`src/rtl/reg_dump_uart_if.sv`:
```
// Register-dump port bundle: start/busy/done handshake, the register-file
// read port (ra/rd) and the UART TX line.
interface reg_dump_uart_if;
  logic        start;
  logic        busy;
  logic        done;
  logic        tx;
  logic [4:0]  ra;
  logic [31:0] rd;

  // System / register-file side: requests dumps and supplies read data.
  modport master (
    output start,
    output rd,
    input  busy,
    input  done,
    input  tx,
    input  ra
  );

  // Dump engine side.
  modport slave (
    input  start,
    input  rd,
    output busy,
    output done,
    output tx,
    output ra
  );
endinterface

```
`src/rtl/reg_dump_uart.sv`:
```
// Walks register-file entries 0..NUM_REGS-1 and streams a header byte followed
// by each 32-bit word (big-endian) on an 8N1 UART line.
module reg_dump_uart #(
  parameter int          CLKS_PER_BIT = 434,
  parameter int          NUM_REGS     = 32,
  parameter logic [7:0]  HEADER       = 8'hA5
) (
  input  logic           clk,
  input  logic           rst_n,
  reg_dump_uart_if.slave bus
);

  localparam int              BW        = (CLKS_PER_BIT > 1) ? $clog2(CLKS_PER_BIT) : 1;
  localparam logic [BW-1:0]   BAUD_LAST = BW'(CLKS_PER_BIT - 1);
  localparam logic [BW-1:0]   BAUD_ONE  = BW'(1);
  localparam logic [4:0]      IDX_LAST  = 5'(NUM_REGS - 1);

  typedef enum logic [2:0] {
    IDLE = 3'd0,
    HDR  = 3'd1,
    LOAD = 3'd2,
    SEND = 3'd3,
    DONE = 3'd4
  } state_t;

  state_t         state_r;
  logic [BW-1:0]  baud_r;
  logic [3:0]     bit_cnt_r;
  logic [1:0]     byte_cnt_r;
  logic [4:0]     idx_r;
  logic [7:0]     shreg_r;
  logic [31:0]    word_r;
  logic [4:0]     ra_r;
  logic           tx_r;
  logic           busy_r;
  logic           done_r;

  function automatic logic [7:0] byte_sel(input logic [31:0] w, input logic [1:0] i);
    case (i)
      2'd0:    byte_sel = w[31:24];
      2'd1:    byte_sel = w[23:16];
      2'd2:    byte_sel = w[15:8];
      default: byte_sel = w[7:0];
    endcase
  endfunction

  assign bus.tx   = tx_r;
  assign bus.busy = busy_r;
  assign bus.done = done_r;
  assign bus.ra   = ra_r;

  // Dump sequencer and bit serialiser; bit_cnt 0 = start, 1..8 = data, 9 = stop.
  always_ff @(posedge clk) begin
    if (!rst_n) begin
      state_r    <= IDLE;
      baud_r     <= '0;
      bit_cnt_r  <= 4'd0;
      byte_cnt_r <= 2'd0;
      idx_r      <= 5'd0;
      shreg_r    <= 8'd0;
      word_r     <= 32'd0;
      ra_r       <= 5'd0;
      tx_r       <= 1'b1;
      busy_r     <= 1'b0;
      done_r     <= 1'b0;
    end else begin
      done_r <= 1'b0;
      case (state_r)
        IDLE: begin
          if (bus.start) begin
            state_r   <= HDR;
            busy_r    <= 1'b1;
            idx_r     <= 5'd0;
            shreg_r   <= HEADER;
            bit_cnt_r <= 4'd0;
            baud_r    <= '0;
            tx_r      <= 1'b0;
          end
        end
        HDR, SEND: begin
          if (baud_r == BAUD_LAST) begin
            baud_r <= '0;
            if (bit_cnt_r == 4'd9) begin
              // Frame complete: chain the next byte, fetch the next word, or finish.
              if (state_r == HDR) begin
                state_r <= LOAD;
                ra_r    <= idx_r;
              end else if (byte_cnt_r != 2'd3) begin
                byte_cnt_r <= byte_cnt_r + 2'd1;
                shreg_r    <= byte_sel(word_r, byte_cnt_r + 2'd1);
                bit_cnt_r  <= 4'd0;
                tx_r       <= 1'b0;
              end else if (idx_r == IDX_LAST) begin
                state_r <= DONE;
                done_r  <= 1'b1;
              end else begin
                idx_r   <= idx_r + 5'd1;
                ra_r    <= idx_r + 5'd1;
                state_r <= LOAD;
              end
            end else if (bit_cnt_r == 4'd8) begin
              tx_r      <= 1'b1;
              bit_cnt_r <= 4'd9;
            end else begin
              tx_r      <= shreg_r[0];
              shreg_r   <= {1'b0, shreg_r[7:1]};
              bit_cnt_r <= bit_cnt_r + 4'd1;
            end
          end else begin
            baud_r <= baud_r + BAUD_ONE;
          end
        end
        LOAD: begin
          // ra already points at idx_r, so rd is this register's current value.
          word_r     <= bus.rd;
          shreg_r    <= byte_sel(bus.rd, 2'd0);
          byte_cnt_r <= 2'd0;
          bit_cnt_r  <= 4'd0;
          baud_r     <= '0;
          tx_r       <= 1'b0;
          state_r    <= SEND;
        end
        DONE: begin
          busy_r  <= 1'b0;
          state_r <= IDLE;
        end
        default: begin
          state_r <= IDLE;
          tx_r    <= 1'b1;
          busy_r  <= 1'b0;
        end
      endcase
    end
  end

endmodule
```
`src/flat_wrapper.sv`:
```
// flat-port wrapper written by rule: the top's interface ports become plain ports
module reg_dump_uart_flat 
#(
  parameter int          CLKS_PER_BIT = 434,
  parameter int          NUM_REGS     = 32,
  parameter logic [7:0]  HEADER       = 8'hA5
)
  (clk, rst_n, bus_start, bus_rd, bus_busy, bus_done, bus_tx, bus_ra);
  reg_dump_uart_if bus_i ();
  input  logic clk;
  input  logic rst_n;
  input wire logic [$bits(bus_i.start)-1:0] bus_start;
  input wire logic [$bits(bus_i.rd)-1:0] bus_rd;
  output wire logic [$bits(bus_i.busy)-1:0] bus_busy;
  output wire logic [$bits(bus_i.done)-1:0] bus_done;
  output wire logic [$bits(bus_i.tx)-1:0] bus_tx;
  output wire logic [$bits(bus_i.ra)-1:0] bus_ra;
  assign bus_i.start = bus_start;
  assign bus_i.rd = bus_rd;
  assign bus_busy = bus_i.busy;
  assign bus_done = bus_i.done;
  assign bus_tx = bus_i.tx;
  assign bus_ra = bus_i.ra;
  reg_dump_uart #(.CLKS_PER_BIT(CLKS_PER_BIT), .NUM_REGS(NUM_REGS), .HEADER(HEADER)) u_core (.clk(clk), .rst_n(rst_n), .bus(bus_i));
endmodule
```
`config.mk`:
```
export PLATFORM = sky130hd
export DESIGN_NAME = reg_dump_uart_flat
export DESIGN_NICKNAME = d
export VERILOG_FILES = /design/src/rtl/reg_dump_uart_if.sv /design/src/rtl/reg_dump_uart.sv /design/src/flat_wrapper.sv
export SDC_FILE = /design/constraint.sdc
export NUM_CORES = 1
export LEC_CHECK = 0
export BUFFER_PORTS_ARGS = -buffer_cell sky130_fd_sc_hd__buf_4
export CORE_ASPECT_RATIO = 0.8
export CORE_UTILIZATION = 45
export CTS_CLUSTER_DIAMETER = 120
export DETAILED_ROUTE_END_ITERATION = 8
export PLACE_DENSITY = 0.69
export SYNTH_ARGS = -nofsm -noshare
export SYNTH_HDL_FRONTEND = slang
export SYNTH_SLANG_ARGS = --single-unit
```
`constraint.sdc`:
```
create_clock -name clk -period 5 [get_ports clk]
set_input_delay 1.5 -clock clk [delete_from_list [all_inputs] [get_ports clk]]
set_output_delay 1.5 -clock clk [all_outputs]
set_load 0.01 [all_outputs]
```
After elaboration in Yosys (flattened, before gate mapping)
Cells that the tools add are included.
{ "totals": {"ff_bits": 71, "in_bits": 35, "out_inout_bits": 8, "elab_cells": 110} }
{ "op_classes": {"addsub": 4, "n_eq_ne": 24, "mux": 48, "n_bitwise": 6, "reduce_logical": 17} }
{ "op_table": {"columns": ["operator", "count"], "rows": [
  ["two-way mux 8 bit", 6],
  ["one-hot mux 8 bit (3 select lines)", 2],
  ["two-way mux 5 bit", 7],
  ["one-hot mux 9 bit (3 select lines)", 1],
  ["two-way mux 4 bit", 6],
  ["AND reduction 5 bit", 4],
  ["two-way mux 3 bit", 6],
  ["two-way mux 9 bit", 2],
  ["one-hot mux 4 bit (3 select lines)", 1],
  ["!= test 2 x 1 -> 1 bit, second input constant", 5],
  ["!= test 2 bit, second input constant", 5],
  ["one-hot mux 5 bit (2 select lines)", 1],
  ["adder 9 x 1 -> 9 bit, second input constant", 1],
  ["equality test 9 bit, second input constant", 1],
  ["one-hot mux 3 bit (3 select lines)", 1],
  ["equality test 4 bit, second input constant", 2],
  ["two-way mux 1 bit", 8],
  ["two-way mux 2 bit", 4],
  ["AND reduction 7 bit", 1],
  ["equality test 3 x 2 -> 1 bit, second input constant", 2],
  ["!= test 3 x 2 -> 1 bit, second input constant", 2],
  ["!= test 3 bit, second input constant", 2],
  ["inverter 1 bit", 6],
  ["AND reduction 6 bit", 1],
  ["other kinds (20)", 22]
]} }

Longest topological paths before layout
Gate-level depths: netlist of run 1.
{ "logic_depth": {"word_depth": 8, "mapped_depth": 9, "ltp_nobuf": 7} }

Least setup slack after synthesis of run 1
No wires, ideal clock.
{ "synth_timing": {"path_kind": "input -> register", "start": "in bus_start", "end": "reg u_core.baud_r[7]", "setup_ps": 70, "t_arrival_ps": 2617, "required_time_ps": 4930, "path_slack_ps": 2313, "cell_stages": 4, "path_buffers": 0, "path_cell_list": "nor3_4 -> or4b_1 -> or4_1 -> a21oi_1"} }
{ "synth_between": {"elab_chain_cells": 2} }
{ "synth_lines": {"columns": ["element", "line", "source"], "rows": [
  ["start, declared", "flat_wrapper.sv:12", "input wire logic [$bits(bus_i.start)-1:0] bus_start;"],
  ["!= test 2 bit (no source line)", null, null],
  ["AND reduction 2 bit (no source line)", null, null],
  ["end signal, assigned", "reg_dump_uart.sv:110", "baud_r <= baud_r + BAUD_ONE;"],
  ["end, declared", "reg_dump_uart.sv:27", "logic [BW-1:0] baud_r;"]
]} }
Every way passes these cells.
A chain may end at the register's enable or synchronous reset.

==> results of run 1 <==
## routing by layer
metal  part of all wire (%)  vias up  track usage, %
li1                       -     1565               -
met1                     49     1466            30.3
met2                     44      102            31.5
met3                    6.2       12            4.34
met4                    1.3        0            7.29
met5                      0        -               0
## cell usage in the layout (no fill, tap or decap), drive strengths merged, types with 4 or more instances in the layout
cell and instances:
a211oi 11, a21oi 55, a222oi 5, a311oi 7, a31oi 10, a32o 8, and3 7, buf 45
clkbuf 10, clkinv 4, dfxtp 71, ha 12, inv 15, mux2i 10, nand2 73, nand2b 4
nand3 9, nand4 6, nor2 17, nor2b 8, nor3 5, nor3b 4, o21ai 8, xnor2 9
## state kept, by name, indices dropped and copies added (netlist names)
signal,count
u_core.state_r,3
u_core.baud_r,9
u_core.word_r,32
u_core.bus.ra,5
u_core.bus.done,1
u_core.bit_cnt_r,4
u_core.idx_r,5
u_core.bus.tx,1
u_core.shreg_r,8
u_core.bus.busy,1
u_core.byte_cnt_r,2
## critical path, delay by kind of cell
family | cells | cell delay (ns)
compound gates | 1 | 0.16
buf+inv | 3 | 1.16
simple gates | 1 | 0.30
## path summary, 6_finish.rpt
kind         cells after the start                   to                start
max reg2reg                      6    u_core.shreg_r[6]  u_core.bit_cnt_r[1]
min                              2     u_core.word_r[4]     u_core.word_r[4]
max                              5  u_core.bit_cnt_r[3]                rst_n
min reg2reg                      2     u_core.word_r[4]     u_core.word_r[4]
## metrics by stage
step | std cells | hold WS, ns | setup slack, ns | cell area, um^2 | utilization, %
floorplan | 423 | 0.436 | 2.31 | 3590 | -
global placement | 541 | 0.442 | 1.84 | 3900 | 51.6
detailed placement | 541 | 0.447 | 1.85 | 3900 | 51.6
CTS | 557 | 0.457 | 2.19 | 4140 | 54.7
global route | 557 | 0.472 | 2.03 | 4140 | 54.7
finish | 557 | 0.455 | 2.14 | 4140 | 54.7
## where the power goes
| group | internal (uW) | leakage [uW] | switching [uW] |
|---|---|---|---|
| logic | 43.9 | 0.000769 | 54.0 |
| clock network | 331 | 0.000120 | 213 |
| registers | 575 | 0.000575 | 10.2 |
## cell families (layout without fill, tap and decap cells)
logic type,Yosys count,after routing
and+or+nand+nor,150,150
muxes,10,10
buffers and inverters,48,77
xor gates and xnor gates,11,11
adders and majority gates,12,12
DFF,71,71
AOI/OAI and AO/OA,121,121
## layout make-up
type	instances	area share, %
Tap cell	105	3.17
Timing Repair Buffer	45	8.16
Inverter	16	1.45
Clock inverter	6	2.63
Sequential cell	71	34.3
Multi-Input combinational cell	304	47.2
Clock buffer	10	3.08
==> impl_metrics.xml, run 1 <==
<?xml version="1.0" encoding="UTF-8"?>
<metrics>
  <group name="setup_path">
    <metric name="cp_cell_sequence" unit="">buf_4 &gt; clkinv_1 &gt; buf_4 &gt; nor4_1 &gt; a32o_1</metric>
    <metric name="worstSetupPathType" unit="">input port to flop</metric>
    <metric name="crit_top_cell" unit="">buf_4</metric>
    <metric name="slowest_stage_delay_cp" unit="ns">0.51</metric>
    <metric name="r2r_setup_slk" unit="ns">2.53</metric>
    <metric name="worst_setup_path_start_kind" unit="">input port</metric>
    <metric name="timing.critical_path.to_type" unit="">flop</metric>
    <metric name="crit_fanout" unit="">35</metric>
    <metric name="worst-endpoint-arrival" unit="ns">3.15</metric>
    <metric name="crit_slowest_cell" unit="">clkinv_1</metric>
    <metric name="req_time_crit_path" unit="ns">5.29</metric>
  </group>
  <group name="detailed_routing">
    <metric name="detailedRoute.firstPassIterationCount" unit="">5</metric>
    <metric name="ant_nets" unit="">0</metric>
    <metric name="route.detailed.drc" unit="">0</metric>
    <metric name="routed_wire_length" unit="mm">8.45</metric>
    <metric name="route.vias.total" unit="">3145</metric>
    <metric name="detailedRoute.firstIterationViolations" unit="">246</metric>
    <metric name="routed_via_density" unit="">5.65</metric>
    <metric name="mean_routed_wirelength_per_cell" unit="um">15.2</metric>
  </group>
  <group name="clock_tree">
    <metric name="cts-hold-fix-buffers" unit="">0</metric>
    <metric name="postCtsSetupBuffers" unit="">0</metric>
    <metric name="buffer_levels_on_the_longest_clock_path" unit="">2</metric>
    <metric name="cts-buffers-inserted" unit="">9</metric>
    <metric name="htreeDepth" unit="">3</metric>
    <metric name="clkSlewWorstSetupHoldPaths" unit="ns">0.08</metric>
    <metric name="cts_resized" unit="">0</metric>
    <metric name="clkSinkCount" unit="">71</metric>
    <metric name="tritoncts" unit="">done</metric>
    <metric name="insertion_delay" unit="ns">0.35</metric>
    <metric name="clock-root-buffer" unit="">clkbuf_8</metric>
  </group>
  <group name="die">
    <metric name="fp.dieArea" unit="mm^2">0.00833</metric>
    <metric name="fp.dieW" unit="um">102</metric>
    <metric name="pin_count" unit="">43</metric>
    <metric name="fp.dieH" unit="um">81.9</metric>
    <metric name="core_region_area" unit="mm^2">0.00757</metric>
    <metric name="initial_core_util" unit="%">47.4</metric>
    <metric name="cell_row_count" unit="">28</metric>
  </group>
  <group name="synth">
    <metric name="ys_ff_latch" unit="">71</metric>
    <metric name="netlist_top_cells_area" unit="">dfxtp_1 (40%), nand2_1 (7.6%), a21oi_1 (7.5%)</metric>
    <metric name="post_synth_mux_area_share" unit="%">2.79</metric>
    <metric name="dominant_cell_by_count_in_the_synthesized_netlist" unit="">nand2_1</metric>
    <metric name="synthesized_area_fraction_occupied_by_xor_and_xnor_cells" unit="%">2.69</metric>
    <metric name="synth_edf_count" unit="">0</metric>
    <metric name="synth_commonest_cells" unit="">nand2_1 (73), dfxtp_1 (71), a21oi_1 (54), clkbuf_1 (22), nor2_1 (17)</metric>
    <metric name="yosys_warnings" unit="">0</metric>
    <metric name="syn_avg_cell_area" unit="um^2">8.48</metric>
    <metric name="synthArstFlopShare" unit="%">0</metric>
    <metric name="synth_cell_type_count" unit="">55</metric>
    <metric name="synthCells" unit="">423</metric>
    <metric name="yosys.area.top_type" unit="">dfxtp_1</metric>
    <metric name="combinational_family_with_the_most_area_after_synthesis" unit="">compound AO/OA/AOI/OAI gates</metric>
    <metric name="compound_cell_area_share_of_the_yosys_netlist" unit="%">23.4</metric>
    <metric name="sequential_share_of_the_synthesized_area" unit="%">39.6</metric>
    <metric name="syn-num-nets" unit="">470</metric>
    <metric name="synthFlopType" unit="">dfxtp_1</metric>
    <metric name="synth_simple_gate_area_share" unit="%">21.2</metric>
    <metric name="yosys.area.top_type_share" unit="%">39.6</metric>
    <metric name="syn_area" unit="mm^2">0.00359</metric>
    <metric name="synth_fa_ha_area_share" unit="%">4.19</metric>
  </group>
  <group name="final_layout">
    <metric name="post_route_cells_drive_above_1_share" unit="%">17.3</metric>
    <metric name="areaGrowthSynthToFinish" unit="%">15.4</metric>
    <metric name="filler_cell_count" unit="">731</metric>
    <metric name="multiInputGateArea" unit="mm^2">0.00195</metric>
    <metric name="number_of_nets_in_the_layout" unit="">494</metric>
    <metric name="seq_area" unit="mm^2">0.00142</metric>
    <metric name="antenna_cells" unit="">0</metric>
  </group>
  <group name="grt">
    <metric name="grt_antenna_before_repair" unit="">0</metric>
    <metric name="globalRoute.totalOverflow" unit="">0</metric>
    <metric name="pin_count_of_the_biggest_net_entering_global_routing" unit="">37</metric>
    <metric name="track_usage" unit="%">21.2</metric>
    <metric name="vias_in_the_first_global_route" unit="">2755</metric>
    <metric name="grt_pass1_wl" unit="mm">13.5</metric>
  </group>
  <group name="placement">
    <metric name="dp.final_hpwl" unit="mm">5.83</metric>
    <metric name="routabilityCongestion" unit="">0.834</metric>
    <metric name="port_buffers" unit="">42</metric>
  </group>
  <group name="sta">
    <metric name="final.setup_skew" unit="ns">0.0113</metric>
    <metric name="finalCriticalPeriod" unit="ns">2.86</metric>
    <metric name="setup_viol" unit="">0</metric>
    <metric name="slew_headroom" unit="%">38.2</metric>
    <metric name="worst-slew-pin-transition" unit="ns">0.927</metric>
    <metric name="timing.fmax" unit="MHz">350</metric>
    <metric name="final_worst_path_period_share" unit="%">57.2</metric>
    <metric name="report.final.slew_viol_count" unit="">0</metric>
    <metric name="hold_viol" unit="">0</metric>
    <metric name="tns" unit="ns">0</metric>
    <metric name="unrepaired_setup_endpoints_after_global_routing" unit="">no</metric>
  </group>
  <group name="hold_path">
    <metric name="worstHoldPathType" unit="">flop to flop</metric>
  </group>
  <group name="pwr">
    <metric name="power_density" unit="mW/mm^2">296</metric>
    <metric name="static-leakage-power" unit="uW">0.00146</metric>
    <metric name="ir_drop" unit="mV">0.165</metric>
    <metric name="report.power.total" unit="uW">1230</metric>
  </group>
  <group name="status">
    <metric name="status" unit="">complete, no violations</metric>
  </group>
  <group name="run">
    <metric name="cap_violations" unit="">0</metric>
  </group>
</metrics>
(Power assumes the default switching activity.)
==> inputs of run 2 (changes only) <==
clock period = 2.85 ns   (was 5 ns; I/O delays follow)
==> impl_metrics.xml, run 2 (same netlist as run 1, synthesis figures left out) <==
<?xml version="1.0" encoding="UTF-8"?>
<metrics>
  <group name="detailed_routing">
    <metric name="ant_nets" unit="">0</metric>
    <metric name="detailedRoute.firstIterationViolations" unit="">247</metric>
    <metric name="route.detailed.drc" unit="">0</metric>
    <metric name="routed_wire_length" unit="mm">8.70</metric>
    <metric name="detailedRoute.firstPassIterationCount" unit="">7</metric>
    <metric name="routed_via_density" unit="">5.70</metric>
    <metric name="route.vias.total" unit="">3203</metric>
    <metric name="mean_routed_wirelength_per_cell" unit="um">15.5</metric>
  </group>
  <group name="setup_path">
    <metric name="timing.critical_path.to_type" unit="">flop</metric>
    <metric name="worst_setup_path_start_kind" unit="">flop</metric>
    <metric name="worstSetupPathType" unit="">flop to flop</metric>
    <metric name="r2r_setup_slk" unit="ns">0.68</metric>
    <metric name="slowest_stage_delay_cp" unit="ns">0.50</metric>
    <metric name="crit_fanout" unit="">13</metric>
    <metric name="cp_top_family" unit="">simple AND/OR/NAND/NOR gates</metric>
    <metric name="worst-endpoint-arrival" unit="ns">2.42</metric>
    <metric name="worstPathBufferInverterCount" unit="">1</metric>
    <metric name="req_time_crit_path" unit="ns">3.10</metric>
    <metric name="crit_slowest_cell" unit="">and3_1</metric>
    <metric name="cp_cell_sequence" unit="">ha_1 &gt; and3b_1 &gt; and3_1 &gt; buf_4 &gt; a21oi_1 &gt; a311oi_1</metric>
  </group>
  <group name="grt">
    <metric name="track_usage" unit="%">21.9</metric>
    <metric name="pin_count_of_the_biggest_net_entering_global_routing" unit="">41</metric>
    <metric name="grt_antenna_before_repair" unit="">0</metric>
    <metric name="globalRoute.totalOverflow" unit="">0</metric>
    <metric name="grt_pass1_wl" unit="mm">13.8</metric>
    <metric name="vias_in_the_first_global_route" unit="">2771</metric>
  </group>
  <group name="final_layout">
    <metric name="final_design_instance_area_without_fill" unit="mm^2">0.00415</metric>
    <metric name="filler_cell_count" unit="">706</metric>
    <metric name="number_of_nets_in_the_layout" unit="">499</metric>
    <metric name="areaGrowthSynthToFinish" unit="%">15.7</metric>
    <metric name="top_register" unit="">u_core.word_r</metric>
    <metric name="commonest_cells_after_routing_fill_and_taps_aside" unit="">nand2_1 (73), dfxtp_1 (71), a21oi_1 (54)</metric>
    <metric name="antenna_cells" unit="">0</metric>
    <metric name="reg_top3" unit="">u_core.word_r x32, u_core.baud_r x9, u_core.shreg_r x8</metric>
    <metric name="post_route_cells_drive_above_1_share" unit="%">18.4</metric>
    <metric name="largest_register_ffs" unit="">32</metric>
    <metric name="mostFrequentLayoutCell" unit="">nand2_1</metric>
  </group>
  <group name="die">
    <metric name="fp.dieH" unit="um">81.9</metric>
    <metric name="pin_count" unit="">43</metric>
    <metric name="fp.dieArea" unit="mm^2">0.00833</metric>
    <metric name="fp.dieW" unit="um">102</metric>
    <metric name="cell_row_count" unit="">28</metric>
    <metric name="initial_core_util" unit="%">47.4</metric>
    <metric name="core_region_area" unit="mm^2">0.00757</metric>
  </group>
  <group name="pwr">
    <metric name="ir_drop" unit="mV">0.225</metric>
    <metric name="power_density" unit="mW/mm^2">501</metric>
    <metric name="static-leakage-power" unit="uW">0.00148</metric>
  </group>
  <group name="sta">
    <metric name="report.final.slew_viol_count" unit="">0</metric>
    <metric name="worst-slew-pin-transition" unit="ns">0.653</metric>
    <metric name="final_worst_path_period_share" unit="%">76.1</metric>
    <metric name="hold_viol" unit="">0</metric>
    <metric name="finalCriticalPeriod" unit="ns">2.17</metric>
    <metric name="unrepaired_setup_endpoints_after_global_routing" unit="">no</metric>
    <metric name="tns" unit="ns">0</metric>
    <metric name="slew_headroom" unit="%">56.4</metric>
    <metric name="setup_viol" unit="">0</metric>
    <metric name="timing.fmax" unit="MHz">461</metric>
    <metric name="final.setup_skew" unit="ns">0.00653</metric>
  </group>
  <group name="clock_tree">
    <metric name="clkSlewWorstSetupHoldPaths" unit="ns">0.07</metric>
    <metric name="htreeDepth" unit="">3</metric>
    <metric name="tritoncts" unit="">done</metric>
    <metric name="clock-root-buffer" unit="">clkbuf_8</metric>
    <metric name="cts-hold-fix-buffers" unit="">0</metric>
    <metric name="buffer_levels_on_the_longest_clock_path" unit="">2</metric>
    <metric name="cts_resized" unit="">0</metric>
    <metric name="clkSinkCount" unit="">71</metric>
    <metric name="cts-buffers-inserted" unit="">9</metric>
    <metric name="postCtsSetupBuffers" unit="">0</metric>
    <metric name="insertion_delay" unit="ns">0.35</metric>
  </group>
  <group name="placement">
    <metric name="dp.final_hpwl" unit="mm">5.99</metric>
    <metric name="port_buffers" unit="">42</metric>
    <metric name="placedInstanceArea" unit="mm^2">0.00394</metric>
    <metric name="routabilityCongestion" unit="">0.818</metric>
  </group>
  <group name="hold_path">
    <metric name="worstHoldPathType" unit="">flop to flop</metric>
  </group>
  <group name="status">
    <metric name="status" unit="">complete, no violations</metric>
  </group>
  <group name="run">
    <metric name="cap_violations" unit="">0</metric>
  </group>
</metrics>
==> run 2: cell count changes in the layout (fill, tap and decap cells not counted), sizes merged <==
cell / previous run / this run
buf: 45 / 50
bufinv: 3 / 2
clkbuf: 10 / 9
clkinv: 4 / 5
clkinvlp: 0 / 1
==> run 2: metrics by stage <==
stage	total power (uW)	hold WS [ns]	cells	setup slack [ns]	utilization, %
CTS	2100	0.457	562	0.692	54.9
global placement	1220	0.441	546	0.585	52.1
finish	2080	0.456	562	0.682	54.9
floorplan	1150	0.436	423	0.808	-
detailed placement	1220	0.447	546	0.571	52.1
global route	2170	0.478	562	0.468	54.9
==> run 2: worst paths after layout <==
kind                            to                 from  cells after the start
setup / recovery  u_core.bus.ra[3]  u_core.bit_cnt_r[0]                      6
setup reg to reg  u_core.bus.ra[3]  u_core.bit_cnt_r[0]                      6
hold / removal    u_core.word_r[1]     u_core.word_r[1]                      2
hold reg to reg   u_core.word_r[1]     u_core.word_r[1]                      2
==> run 2: layer usage <==
metal  part of all wire [%]  GRT usage [%]
met4                    1.3           7.71
met2                     45           31.8
met5                      0              0
met3                    5.2           6.21
met1                     49           31.0
==> run 2: where the power goes <==
group / switching, uW / internal [uW] / total, uW
combinational: 93.6 / 80.5 / 174
sequential: 18.3 / 1010 / 1030
clock: 390 / 486 / 877
==> run 2: cell type report <==
class	count	area, um^2	area share [%]
inverters	16	60.1	1.45
well taps	105	131	3.16
multi-input cells	304	1950	47.0
repair buffers	50	375	9.04
flip-flops and latches	71	1420	34.2
clock buffers	9	124	2.98
clock inverters	7	87.6	2.11
==> run 2: worst reg2reg max path, stage by stage, from the launching register on <==
cell and delay, ns:
dfxtp_1 0.42, ha_1 0.19, and3b_1 0.38, and3_1 0.50, buf_4 0.23, a21oi_1 0.06, a311oi_1 0.27
==> inputs of run 3 (changes only) <==
clock period = 2.18 ns   (was 2.85 ns; I/O delays follow)
==> impl_metrics.xml, run 3 (same netlist as run 1, synthesis figures left out) <==
<?xml version="1.0" encoding="UTF-8"?>
<metrics>
  <group name="detailed_routing">
    <metric name="detailedRoute.firstIterationViolations" unit="">202</metric>
    <metric name="routed_wire_length" unit="mm">8.95</metric>
    <metric name="detailedRoute.firstPassIterationCount" unit="">5</metric>
    <metric name="route.vias.total" unit="">3227</metric>
    <metric name="ant_nets" unit="">0</metric>
    <metric name="routed_via_density" unit="">5.67</metric>
    <metric name="route.detailed.drc" unit="">0</metric>
    <metric name="mean_routed_wirelength_per_cell" unit="um">15.7</metric>
  </group>
  <group name="final_layout">
    <metric name="final_core_utilization" unit="%">56.1</metric>
    <metric name="post_route_cells_drive_above_1_share" unit="%">20.0</metric>
    <metric name="mostFrequentLayoutCell" unit="">nand2_1</metric>
    <metric name="areaGrowthSynthToFinish" unit="%">18.3</metric>
    <metric name="largest_register_ffs" unit="">32</metric>
    <metric name="reg_top3" unit="">u_core.word_r x32, u_core.baud_r x9, u_core.shreg_r x8</metric>
    <metric name="number_of_nets_in_the_layout" unit="">506</metric>
    <metric name="commonest_cells_after_routing_fill_and_taps_aside" unit="">nand2_1 (73), dfxtp_1 (71), buf_4 (56)</metric>
    <metric name="top_register" unit="">u_core.word_r</metric>
    <metric name="antenna_cells" unit="">0</metric>
  </group>
  <group name="grt">
    <metric name="track_usage" unit="%">22.3</metric>
    <metric name="globalRoute.totalOverflow" unit="">0</metric>
    <metric name="pin_count_of_the_biggest_net_entering_global_routing" unit="">43</metric>
    <metric name="grt_antenna_before_repair" unit="">0</metric>
    <metric name="vias_in_the_first_global_route" unit="">2897</metric>
    <metric name="grt_pass1_wl" unit="mm">14.2</metric>
  </group>
  <group name="setup_path">
    <metric name="reg2regPathDepth" unit="">6</metric>
    <metric name="r2r_setup_slk" unit="ns">0.15</metric>
    <metric name="crit_fanout" unit="">8</metric>
    <metric name="timing.critical_path.to_type" unit="">flop</metric>
    <metric name="worst_r2r_endpoint" unit="">u_core.shreg_r[7]</metric>
    <metric name="worst-endpoint-arrival" unit="ns">2.27</metric>
    <metric name="worstSetupPathType" unit="">flop to flop</metric>
    <metric name="worst_setup_path_start_kind" unit="">flop</metric>
    <metric name="req_time_crit_path" unit="ns">2.42</metric>
    <metric name="critical_path.reg2reg.startpoint" unit="">u_core.byte_cnt_r[0]</metric>
  </group>
  <group name="pwr">
    <metric name="switching_share" unit="%">24.8</metric>
    <metric name="power_density" unit="mW/mm^2">651</metric>
    <metric name="p_sw" unit="uW">685</metric>
    <metric name="clock_power_share" unit="%">42.6</metric>
    <metric name="static-leakage-power" unit="uW">0.00152</metric>
    <metric name="pwr-share-comb" unit="%">9.0</metric>
    <metric name="report.power.total" unit="uW">2760</metric>
    <metric name="power.sequential.fraction" unit="%">48.4</metric>
    <metric name="ir_drop" unit="mV">0.361</metric>
    <metric name="internal_power" unit="uW">2080</metric>
  </group>
  <group name="placement">
    <metric name="routabilityCongestion" unit="">0.894</metric>
    <metric name="dp.final_hpwl" unit="mm">6.27</metric>
    <metric name="port_buffers" unit="">42</metric>
  </group>
  <group name="die">
    <metric name="cell_row_count" unit="">28</metric>
    <metric name="core_region_area" unit="mm^2">0.00757</metric>
    <metric name="fp.dieArea" unit="mm^2">0.00833</metric>
    <metric name="fp.dieH" unit="um">81.9</metric>
    <metric name="initial_core_util" unit="%">47.4</metric>
    <metric name="fp.dieW" unit="um">102</metric>
    <metric name="pin_count" unit="">43</metric>
  </group>
  <group name="clock_tree">
    <metric name="tritoncts" unit="">done</metric>
    <metric name="buffer_levels_on_the_longest_clock_path" unit="">2</metric>
    <metric name="htreeDepth" unit="">3</metric>
    <metric name="postCtsSetupBuffers" unit="">0</metric>
    <metric name="clkSlewWorstSetupHoldPaths" unit="ns">0.08</metric>
    <metric name="insertion_delay" unit="ns">0.36</metric>
    <metric name="cts-buffers-inserted" unit="">9</metric>
    <metric name="clock-root-buffer" unit="">clkbuf_8</metric>
    <metric name="clkSinkCount" unit="">71</metric>
  </group>
  <group name="hold_path">
    <metric name="hold_depth" unit="">2</metric>
    <metric name="hold_path_end" unit="">u_core.word_r[4]</metric>
    <metric name="hold_path_startpoint" unit="">u_core.word_r[4]</metric>
    <metric name="worstHoldPathType" unit="">flop to flop</metric>
  </group>
  <group name="sta">
    <metric name="report.final.slew_viol_count" unit="">0</metric>
    <metric name="final_worst_path_period_share" unit="%">93.0</metric>
    <metric name="final.setup_skew" unit="ns">0.00804</metric>
    <metric name="tns" unit="ns">0</metric>
    <metric name="finalCriticalPeriod" unit="ns">2.03</metric>
    <metric name="hold_viol" unit="">0</metric>
    <metric name="unrepaired_setup_endpoints_after_global_routing" unit="">no</metric>
    <metric name="worst-slew-pin-transition" unit="ns">0.659</metric>
    <metric name="setup_viol" unit="">0</metric>
    <metric name="timing.fmax" unit="MHz">493</metric>
    <metric name="worst_hold_slack" unit="ns">0.457</metric>
    <metric name="slew_headroom" unit="%">56.0</metric>
  </group>
  <group name="status">
    <metric name="status" unit="">complete, no violations</metric>
  </group>
  <group name="run">
    <metric name="cap_violations" unit="">0</metric>
  </group>
</metrics>
## run 3: metal layers
metal / up-vias / track usage [%] / part of all wire [%]
met2: 90 / 32.5 / 44
met1: 1531 / 31.2 / 50
li1: 1591 / - / -
met4: 0 / 7.43 / 1.5
met5: - / 0 / 0
met3: 15 / 6.81 / 5.0
## run 3: worst max-delay path, stage by stage (launching register included)
cell      delay, ns
dfxtp_1        0.40
inv_1          0.11
ha_1           0.32
a222oi_1       0.47
mux2i_1        0.16
a311oi_2       0.34
a211oi_2       0.11
## run 3: how the worst max path moves through the flow
stage	start	endpoint	slack, ns	depth (start not counted)
after floorplan	u_core.bit_cnt_r[1]	u_core.shreg_r[3]	0.27	9
after global placement	bus_start	u_core.idx_r[4]	0.13	5
after detailed placement	bus_start	u_core.idx_r[4]	0.11	5
after CTS	u_core.idx_r[0]	u_core.idx_r[4]	0.09	7
after global routing	u_core.idx_r[0]	u_core.idx_r[2]	0.01	6
final	u_core.byte_cnt_r[0]	u_core.shreg_r[7]	0.15	6
## run 3: area by class of cell
cell class / count / area (um^2)
fillers: 725 / 3320
multi-input cells: 304 / 1970
flip-flops and latches: 71 / 1420
repair buffers: 57 / 440
well taps: 105 / 131
clock buffers: 9 / 124
clock inverters: 7 / 97.6
inverters: 16 / 60.1
## run 3: through the flow
stage	std cells	cell area, um^2	setup WS [ns]
5_1_grt	569	4240	0.0115
4_1_cts	569	4230	0.0877
3_5_place_dp	553	4010	0.106
2_1_floorplan	423	3590	0.266
3_3_place_gp	553	4010	0.134
6_report	569	4240	0.152
## run 3: power by group through the flow
stage	combinational [uW]	clock [uW]	sequential, uW
5_1_grt	269	1250	1340
4_1_cts	244	1210	1340
3_3_place_gp	236	0	1370
3_5_place_dp	241	0	1370
6_report	249	1180	1340
2_1_floorplan	143	0	1360
## run 3: repair_timing
action / 4_1_cts / 5_1_grt
setup endpoints to repair: 0 / 8
gates resized for setup: 0 / 4
hold buffers: 0 / 0
